**config.mk**
```make
export PLATFORM = sky130hd
export DESIGN_NAME = cache_fill_fsm
export DESIGN_NICKNAME = d
export VERILOG_FILES = /design/src/rtl/cache_pkg.sv /design/src/rtl/fill_counter.sv /design/src/rtl/cache_fill_fsm.sv
export SDC_FILE = /design/constraint.sdc
export NUM_CORES = 1
export LEC_CHECK = 0
export CAP_MARGIN = 10
export CORE_MARGIN = 2
export CORE_UTILIZATION = 38
export DETAILED_ROUTE_END_ITERATION = 6
export PLACE_DENSITY = 0.81
export SLEW_MARGIN = 10
export SYNTH_ARGS = -nofsm -noshare
export SYNTH_HDL_FRONTEND = slang
export SYNTH_SLANG_ARGS = --single-unit
```
**constraint.sdc**
```tcl
create_clock -name clk -period 2.03 [get_ports clk]
set_input_delay 0.5075 -clock clk [delete_from_list [all_inputs] [get_ports clk]]
set_output_delay 0.5075 -clock clk [all_outputs]
set_load 0.03 [all_outputs]
```
**src/rtl/cache_pkg.sv**
```systemverilog
// ---------------------------------------------------------------------------
// cache_pkg
// Shared definitions for the 2-way set-associative 2KB cache (16B blocks,
// 8 x 16-bit words). Holds the address split, the fill FSM state type and
// small address helpers used by the miss-side fill logic.
// ---------------------------------------------------------------------------
package cache_pkg;

  localparam int BLOCK_BYTES     = 16;
  localparam int WORDS_PER_BLOCK = 8;
  localparam int OFFSET_BITS     = 4;
  localparam int INDEX_BITS      = 6;
  localparam int TAG_BITS        = 6;
  localparam int ADDR_BITS       = TAG_BITS + INDEX_BITS + OFFSET_BITS;

  typedef enum logic [1:0] {
    IDLE = 2'd0,
    FILL = 2'd1,
    TAG  = 2'd2
  } fill_state_t;

  // Block-aligned address: the byte offset within the block is dropped.
  function automatic logic [ADDR_BITS-1:0] blockBase(input logic [ADDR_BITS-1:0] addr);
    return addr & ~ADDR_BITS'(BLOCK_BYTES - 1);
  endfunction

  // Address of word 'cnt' inside the block starting at 'base'. The base has
  // zero offset bits and cnt < 8, so the OR only fills bits [3:1] and can
  // never carry into the index or tag.
  function automatic logic [ADDR_BITS-1:0] wordAddr(input logic [ADDR_BITS-1:0] base,
                                                    input logic [3:0]           cnt);
    return base | {{(ADDR_BITS - 5){1'b0}}, cnt, 1'b0};
  endfunction

endpackage

```
**src/rtl/fill_counter.sv**
```systemverilog
// ---------------------------------------------------------------------------
// fill_counter
// Word counter for one side (issue or receive) of a cache block fill.
// Counts from 0 up to LIMIT and then holds; 'done' is high at LIMIT.
//
// Ports:
//   clk   - system clock, rising edge
//   rst   - asynchronous active-high reset (count -> 0)
//   clear - synchronous clear (count -> 0), has priority over inc
//   inc   - increment enable; ignored once done
//   count - current count
//   done  - count has reached LIMIT
// ---------------------------------------------------------------------------
module fill_counter #(
  parameter int LIMIT = 8,
  parameter int CNT_W = $clog2(LIMIT) + 1
) (
  input  logic             clk,
  input  logic             rst,
  input  logic             clear,
  input  logic             inc,
  output logic [CNT_W-1:0] count,
  output logic             done
);

  assign done = (count == CNT_W'(LIMIT));

  // NOTE: sequential state uses non-blocking assignments so every register
  // samples pre-edge values, independent of always-block ordering.
  always_ff @(posedge clk or posedge rst) begin
    if (rst) begin
      count <= '0;
    end else if (clear) begin
      count <= '0;
    end else if (inc && !done) begin
      count <= count + 1'b1;
    end
  end

endmodule

```
**src/rtl/cache_fill_fsm.sv**
```systemverilog
// ---------------------------------------------------------------------------
// cache_fill_fsm
// Miss-side responder for the cache. On a miss it reads the whole 16B block
// from pipelined memory (one request per cycle), writes each returned word
// into the data array as it arrives, then issues one tag/valid write.
// fsm_busy stalls the core for the whole fill.
//
// Ports:
//   clk, rst           - clock and asynchronous active-high reset
//   miss_detected      - miss request, sampled only in IDLE
//   miss_address       - missing byte address, sampled only in IDLE
//   fsm_busy           - fill in progress (FILL and TAG)
//   write_data_array   - data-array write strobe, one per returned word
//   write_tag_array    - metadata write strobe, one cycle after last word
//   cache_address      - byte address of the current data or tag write
//   cache_data         - word written into the data array
//   memory_address     - byte address of the current memory read
//   memory_read_en     - memory read request, one word per cycle
//   memory_data        - memory read data
//   memory_data_valid  - memory_data valid; in request order, may have gaps
//
// All outputs are combinational from state, counters and inputs, so a data
// write happens in the same cycle its memory_data_valid is seen.
// ---------------------------------------------------------------------------
module cache_fill_fsm #(
  parameter int WORDS_PER_BLOCK = 8,
  parameter int ADDR_W          = 16,
  parameter int DATA_W          = 16
) (
  input  logic              clk,
  input  logic              rst,
  input  logic              miss_detected,
  input  logic [ADDR_W-1:0] miss_address,
  output logic              fsm_busy,
  output logic              write_data_array,
  output logic              write_tag_array,
  output logic [ADDR_W-1:0] cache_address,
  output logic [DATA_W-1:0] cache_data,
  output logic [ADDR_W-1:0] memory_address,
  output logic              memory_read_en,
  input  logic [DATA_W-1:0] memory_data,
  input  logic              memory_data_valid
);

  import cache_pkg::*;

  fill_state_t       state, nextState;
  logic [ADDR_W-1:0] baseAddr;

  logic       cntClear;
  logic       issueInc, recvInc;
  logic [3:0] issueCnt, recvCnt;
  logic       issueDone, recvDone;

  // Both counters are held at zero whenever the FSM is idle, so a new fill
  // always starts from word 0 without a separate clear pulse.
  assign cntClear = (state == IDLE);

  fill_counter #(.LIMIT(WORDS_PER_BLOCK)) uIssueCnt (
    .clk   (clk),
    .rst   (rst),
    .clear (cntClear),
    .inc   (issueInc),
    .count (issueCnt),
    .done  (issueDone)
  );

  fill_counter #(.LIMIT(WORDS_PER_BLOCK)) uRecvCnt (
    .clk   (clk),
    .rst   (rst),
    .clear (cntClear),
    .inc   (recvInc),
    .count (recvCnt),
    .done  (recvDone)
  );

  always_ff @(posedge clk or posedge rst) begin
    if (rst) begin
      state    <= IDLE;
      baseAddr <= '0;
    end else begin
      state <= nextState;
      if (state == IDLE && miss_detected) begin
        baseAddr <= blockBase(miss_address);
      end
    end
  end

  always_comb begin
    // NOTE: every output of this block gets a default first, so no path
    // through the case statement can leave a signal unassigned (latch).
    nextState        = state;
    fsm_busy         = 1'b0;
    write_data_array = 1'b0;
    write_tag_array  = 1'b0;
    cache_address    = '0;
    cache_data       = '0;
    memory_address   = '0;
    memory_read_en   = 1'b0;
    issueInc         = 1'b0;
    recvInc          = 1'b0;

    unique case (state)
      IDLE: begin
        if (miss_detected) begin
          nextState = FILL;
        end
      end

      FILL: begin
        fsm_busy = 1'b1;
        // Issue side: one read per cycle until all words are requested.
        if (!issueDone) begin
          memory_read_en = 1'b1;
          memory_address = wordAddr(baseAddr, issueCnt);
          issueInc       = 1'b1;
        end
        // Receive side: independent of the issue side, may run in the same
        // cycle. Beats beyond the last word are dropped.
        if (memory_data_valid && !recvDone) begin
          write_data_array = 1'b1;
          cache_address    = wordAddr(baseAddr, recvCnt);
          cache_data       = memory_data;
          recvInc          = 1'b1;
          if (recvCnt == 4'(WORDS_PER_BLOCK - 1)) begin
            nextState = TAG;
          end
        end
      end

      TAG: begin
        fsm_busy        = 1'b1;
        write_tag_array = 1'b1;
        cache_address   = baseAddr;
        nextState       = IDLE;
      end

      default: begin
        nextState = IDLE;
      end
    endcase
  end

endmodule

```
==> summary.txt <==
Status: complete, but fails checks
Failing checks: negative setup slack
Total GRT Usage: 20.5%
Tot Pwr: 3940 uW
Clock Latency Late Sink: 260 ps
Switching power: 1690 uW
Gate Count Post-Synth: 159
Crit path capture type: output pin
Yosys warnings: 0
Layout net count: 318
# fillers: 217
Arrival time worst endpoint: 1730 ps
Total Wirelength: 4.63 mm
Synthesized flop and latch total: 22
Max FO, Critical Path: 10
Sequential share of power: 18.8%
# DRC: 0
Initial core utilization: 40.0%
Critical Path RT: 1520 ps
Crit path time final: 2240 ps
Synthesized area: 0.00149 mm2
Clock share of power: 6.7%
Design area: 0.00299 mm2
WL/cell: 14.5 um
Final period util: 110%
Total CTS buffers: 3
P_leak: 0.00141 uW
Synth area leader: dfrtp_1
Worst slack, placed: -615 ps
GP Congestion: 0.739
Die Span X: 66.5 um
Top cells by area, synth: dfrtp_1 37%, mux2_2 11%, and3_1 7.6%
Hold crit path type: flip-flop to flip-flop
Cell row count: 22
Overflow after GRT: 0
Setup violators final: 47
DR vias: 1558
Internal power: 2250 uW
CTS Sinks: 22
Vias/cell: 4.87
Final core occ: 80.4%
First-pass GRT wire length: 6.93 mm
Pwr dens: 1320 mW/mm2
Layout Skew: 5.20 ps
Sequential fraction of the synthesis area: 37.0%
Hold Vio Cnt, Final: 0
Syn Area/Cell: 9.35 um2
Cts hold-fix bufs: 0
CP startpoint kind: flip-flop
Clk slew on worst S/H paths: 70 ps
Die Y: 66.5 um
Initial antenna violation count: 0
Post-layout worst setup margin: -208 ps
Number of nets with antenna violations after routing: 0
Library cells used by synthesis: 36
Post-synth top area share: 37.0%
Combinational group share of total power: 74.5%
Placed inst area: 0.00239 mm2
Clk buf depth: 2
RSZ-0062 raised after global routing: true
Peak VDD IR: 0.000910 V
Total I/O pin count: 88
CTS H-tree depth: 1
Clock root cell: clkbuf_8
Core ar.: 0.00372 mm2
Antenna cells: 0
First-iteration detailed-routing DRC count: 32
DR pass1 iterations: 4
Die area: 0.00443 mm2
Post-DP HPWL: 2.94 mm
Layout cells sized above 1: 57.4%
Fmax: 447 MHz
Max cap viols: 0
# port buffers: 81
Vias in the first global route: 1519
Final count of pins violating max slew: 0
Switching Share: 42.9%
Setup CP Type: flip-flop to output pin
Largest net degree at the start of global routing: 23
CTS tree: yes
Layout area overhead: 101%
## cells in the final DEF, fill, tap and decap left out, drive strengths merged, types with 2 or more instances in the layout
cell,n
mux2,15
o21a,4
clkdlybuf4s50,30
dfrtp,22
nand2,15
o21ai,2
nand2b,3
buf,88
and2,17
and3,19
nand4b,2
inv,7
a21oi,3
nor2,16
ha,8
nand3,2
clkbuf,3
conb,2
## worst paths after layout
kind / startpoint / to / slack, ps / cells past startpoint
worst max register to register: uRecvCnt.count[1]$_DFFE_PP0P_ / state[0]$_DFFE_PP0P_ / 290 / 7
worst max-delay path: state[0]$_DFFE_PP0P_ / cache_address[4] / -210 / 6
worst min-delay path: baseAddr[12]$_DFFE_PP0P_ / baseAddr[12]$_DFFE_PP0P_ / 530 / 1
min in group asynchronous: rst / state[1]$_DFFE_PP0P_ / 600 / 3
worst min register to register: baseAddr[12]$_DFFE_PP0P_ / baseAddr[12]$_DFFE_PP0P_ / 530 / 1
max in group asynchronous: rst / baseAddr[15]$_DFFE_PP0P_ / 1200 / 3
## flip-flops by register name (all words and copies together) (netlist names)
signal,count
uRecvCnt.count,4
state,2
baseAddr,12
uIssueCnt.count,4
## layer usage
metal	part of all wire, %	vias up	GRT usage, %	wire length, um
li1	-	757	-	-
met4	0.97	0	3.83	45
met3	7.7	4	4.73	354
met2	51	58	37.1	2380
met5	0	-	0	0
met1	40	739	24.9	1850
## metrics by stage
step / std cells / hold WS (ps) / setup TNS (ps)
final: 320 / 531 / -6110
after global routing: 320 / 577 / -9510
after CTS: 314 / 532 / -5010
after detailed placement: 297 / 514 / -9320
after global placement: 297 / 503 / -9560
after floorplan: 160 / 493 / -36.8
## cell type report
type	count	area (um2)	area share, %
Clock buffer	3	41.3	1.38
Inverter	7	26.3	0.879
Multi-Input combinational cell	119	1040	34.7
Sequential cell	22	551	18.4
Tap cell	48	60.1	2.01
Timing Repair Buffer	121	1270	42.6
## synthesized netlist by cell type
| library cell | count |
|---|---|
| dfrtp_1 | 22 |
| buf_4 | 4 |
| and2_4 | 1 |
| o21a_1 | 4 |
| nand4b_1 | 2 |
| inv_1 | 7 |
| and2b_1 | 1 |
| nand4_1 | 1 |
| o21ai_0 | 2 |
| and2_1 | 14 |
| mux2i_1 | 1 |
| ha_1 | 8 |
| buf_2 | 4 |
| and2_2 | 2 |
| xor2_1 | 1 |
| and3_1 | 18 |
| nand2_1 | 15 |
| mux2_4 | 1 |
| nor2_1 | 16 |
| or3b_1 | 1 |
| nor2b_1 | 1 |
| nand3_1 | 1 |
| nand2b_1 | 3 |
| clkbuf_1 | 2 |
| a21oi_2 | 1 |
| buf_6 | 2 |
| conb_1 | 1 |
| a21oi_1 | 2 |
| nand3b_1 | 1 |
| mux2_2 | 14 |
| a31oi_1 | 1 |
| a211oi_2 | 1 |
| nand3_2 | 1 |
| o31ai_1 | 1 |
| a32o_1 | 1 |
| and3_4 | 1 |
## critical path: stages (launching register included)
cell and delay (ps):
dfrtp_1 440, ha_4 190, and2_4 170, buf_8 130
and2_4 170, a32o_2 230, buf_6 140
## what timing repair did
| item | CTS | global route |
|---|---|---|
| setup endpoints to repair | 48 | 48 |
| setup buffers | 12 | 6 |
| pin swaps | 5 | 11 |
| hold endpoints to repair | 0 | 0 |
| gates cloned | 3 | 0 |
| gates resized for setup | 114 | 30 |
## power groups by stage
| stage | combinational [uW] | clock, uW | sequential, uW |
|---|---|---|---|
| floorplan | 1400 | 0 | 709 |
| global placement | 2100 | 0 | 728 |
| detailed placement | 2130 | 0 | 735 |
| CTS | 2670 | 269 | 719 |
| global route | 3120 | 302 | 767 |
| finish | 2940 | 265 | 740 |
## cell families (layout without fill, tap and decap cells)
group | Yosys count | after routing | share of synthesized area [%]
flops | 22 | 22 | 37.0
fa+ha+maj | 8 | 8 | 6.73
buf+inv | 19 | 131 | 7.16
xor+xnor | 1 | 1 | 0.589
compound gates | 13 | 13 | 6.40
simple gates | 79 | 79 | 29.5
other cells | 1 | 2 | 0.252
mux | 16 | 16 | 12.3
No activity file was read; power rests on OpenSTA's default activity.
==> variant: new RTL, same settings <==
Register the inputs `miss_detected`, `miss_address`, `memory_data` and `memory_data_valid` before use. The logic sees them one clock later. Comments in the files are not updated.
--- a/src/rtl/cache_fill_fsm.sv
+++ b/src/rtl/cache_fill_fsm.sv
@@ -44,6 +44,18 @@
 
   import cache_pkg::*;
 
+  logic miss_detected_q;
+  logic [ADDR_W-1:0] miss_address_q;
+  logic [DATA_W-1:0] memory_data_q;
+  logic memory_data_valid_q;
+
+  always_ff @(posedge clk) begin
+    miss_detected_q     <= miss_detected;
+    miss_address_q      <= miss_address;
+    memory_data_q       <= memory_data;
+    memory_data_valid_q <= memory_data_valid;
+  end
+
   fill_state_t       state, nextState;
   logic [ADDR_W-1:0] baseAddr;
 
@@ -80,8 +92,8 @@
       baseAddr <= '0;
     end else begin
       state <= nextState;
-      if (state == IDLE && miss_detected) begin
-        baseAddr <= blockBase(miss_address);
+      if (state == IDLE && miss_detected_q) begin
+        baseAddr <= blockBase(miss_address_q);
       end
     end
   end
@@ -102,7 +114,7 @@
 
     unique case (state)
       IDLE: begin
-        if (miss_detected) begin
+        if (miss_detected_q) begin
           nextState = FILL;
         end
       end
@@ -117,10 +129,10 @@
         end
         // Receive side: independent of the issue side, may run in the same
         // cycle. Beats beyond the last word are dropped.
-        if (memory_data_valid && !recvDone) begin
+        if (memory_data_valid_q && !recvDone) begin
           write_data_array = 1'b1;
           cache_address    = wordAddr(baseAddr, recvCnt);
-          cache_data       = memory_data;
+          cache_data       = memory_data_q;
           recvInc          = 1'b1;
           if (recvCnt == 4'(WORDS_PER_BLOCK - 1)) begin
             nextState = TAG;
Formal check against the unedited RTL: not equivalent (Yosys sat finds a counterexample within 4 cycles, from zero or initial values and one cycle with rst high).
==> variant against the unedited design <==
- the flow still finishes with violations (negative setup slack)
- power increased by 39%
- worst hold slack got worse by 61 ps
- area after synthesis increased by 40%
- cell count increased by 22%
- register-to-register slack got worse by 90 ps
- critical endpoint unchanged
- wire length increased by 67%
- cell area increased by 31%
- sequential cell count increased by 30
- maximum frequency decreased by 3.5%
- via count increased by 27%
- first-iteration DRC count increased to 3.0 times the old value
- synthesized cell count increased by 19%
- count of clock-buffer cells in the layout increased by 4
- worst setup slack got worse by 81 ps
==> variant: results (changes against the unedited design) <==
Status
  – Outcome: finished, violations left
  – Failing checks: negative setup slack

Final layout
  – Share of layout cells above drive strength 1: 0.573 (about the same)
  – Antenna diode instance count: 0 (unchanged)
  – # fillers: 306 (+41%)
  – Final net count: 364 (+14%)
  – Largest regs: memory_data_q x16, baseAddr x12, miss_address_q x12
  – Area grow syn2layout: 88.6%

Min path
  – Hold Path Origin: miss_address_q[12]$_DFF_P_
  – Hold Path Class: reg2reg

Global route
  – Vias in the first global route: 2107 (+39%)
  – Total track usage: 0.248 (+0.0427)
  – First-pass GRT wire length: 11.5 mm (+65%)

Synth
  – Avg Cell Area, Syn: 10.9 um2 (+17%)
  – Register area share after synthesis: 0.555 (+0.184)
  – Top_reg_cell synth: dfxtp_1
  – Main combinational cell family by area after synthesis: simple AND/OR/NAND/NOR gates
  – Commonest cells in the netlist: dfxtp_1 (30), dfrtp_1 (22), and3_1 (19), nor2_1 (16)
  – XOR/XNOR share of the synthesized area: 0.00422 (-0.00167)
  – Cell variety after synth: 32 (-11%)
  – Adder-cell share of the synthesized area: 0.0482 (-0.0191)
  – Asr flop ratio synth: 0.423 (-0.577)
  – Post-synthesis mux area share: 0.0928 (-0.0301)
  – Compound-cell area share of the yosys netlist: 0.0392 (-0.0248)
  – Largest cells by area after synthesis: dfxtp_1 (29%), dfrtp_1 (27%), mux2_2 (7.6%), and3_1 (5.7%), ha_1 (4.8%)
  – Yosys warns: 0 (unchanged)

Routing
  – Post-Route WL: 7.73 mm (+67%)
  – # DRC: 0 (unchanged)
  – Drt via density: 5.05 (+3.7%)
  – Average wire per standard cell: 19.8 um (+37%)
  – DRT iter0 DRCs: 96 (+200%)
  – Initial DRT Pass Iterations: 4 (unchanged)

CTS
  – H-tree level count: 2 (+1)
  – Later-pin clock latency in the skew report: 300 ps (+40 ps)
  – Root Driver: clkbuf_8
  – Worst-path clk slew: 100 ps (+30 ps)
  – Num CTS Buffers: 5 (+2)

Setup path
  – CP arrival: 1810 ps (+80 ps)
  – FF-to-FF End: uRecvCnt.count[3]$_DFFE_PP0P_
  – Slowest Stage Delay on Critical Path: 420 ps (-20 ps)
  – R2R Setup Slk: 200 ps (-90 ps)
  – Crit-path max FO: 5 (-5)
  – RR Startpoint: state[1]$_DFFE_PP0P_
  – FF-to-FF path depth: 8 (+1)
  – Critical path's top delay family: buffers and inverters
  – Worst Setup SP: uRecvCnt.count[1]$_DFFE_PP0P_

Power and ir drop
  – Switching power: 2120 uW (+26%)
  – Peak VDD IR: 0.989 mV (+8.6%)
  – Leak: 0.00176 uW (+25%)

STA
  – Post-Route Setup TNS: -9070 ps (-2950 ps)
  – Final worst slack: -288 ps (-80.6 ps)
  – WHS: 470 ps (-61.2 ps)
  – # setup viols final: 47 (unchanged)
  – Worst clock skew: 9.35 ps (+4.15 ps)

Placed design
  – Post-DP HPWL: 3.38 mm (+15%)
  – Placement Setup Slack: -284 ps (+331 ps)
  – Cell count after placement: 350 (+18%)
  – Post-DP Area: 3000 um2 (+25%)
  – Gp weighted congestion: 0.724 (-1.9%)
[variant: cell count changes in the layout (fill, tap and decap cells not counted), moves of 2 or more]
cell       delta
dfxtp_1      +30
and3_1       -14
and3_4       +14
buf_4         +8
buf_6         +4
buf_16        +3
buf_12        -2
clkbuf_16     +2
clkbuf_8      +2
[variant: cell type report]
type / instances / share of cell area
clock buffer: 7 / 0.0249
sequential: 52 / 0.294
tap: 70 / 0.0224
multi-input combinational: 120 / 0.282
clock inverter: 1 / 0.00767
timing repair buffer: 134 / 0.362
inverter: 7 / 0.00671
[variant: power groups by stage]
| stage | sequential [uW] | clock (uW) | combinational (uW) |
|---|---|---|---|
| after floorplan | 1340 | 0 | 1370 |
| after global placement | 1370 | 0 | 2090 |
| final | 1410 | 787 | 3280 |
| after detailed placement | 1380 | 0 | 2140 |
| after global routing | 1440 | 835 | 3430 |
| after CTS | 1370 | 787 | 3010 |
[variant: layer usage]
layer	wire length, um	global-route usage	share of wire
met5	0	0	0
met4	183	0.0860	0.024
met3	391	0.0581	0.051
met2	4180	0.447	0.54
met1	2980	0.287	0.38
[variant: kinds of logic (layout without fill, tap and decap cells)]
kind of cell | Yosys count | count (layout)
AO/OA/AOI/OAI | 12 | 12
XOR/XNOR | 1 | 1
adder cells (fa/ha/maj) | 8 | 8
buffers and inverters | 19 | 149
flip-flops | 52 | 52
multiplexers | 17 | 17
other | 1 | 2
AND/OR/NAND/NOR | 80 | 80
[variant: timing repair]
item | CTS | global route
buffers inserted | 19 | 9
cloned | 6 | 1
endpoints found under the setup margin | 49 | 50
gates resized for setup | 184 | 13
pin swaps | 47 | 16
hold endpoints to repair | 0 | 0
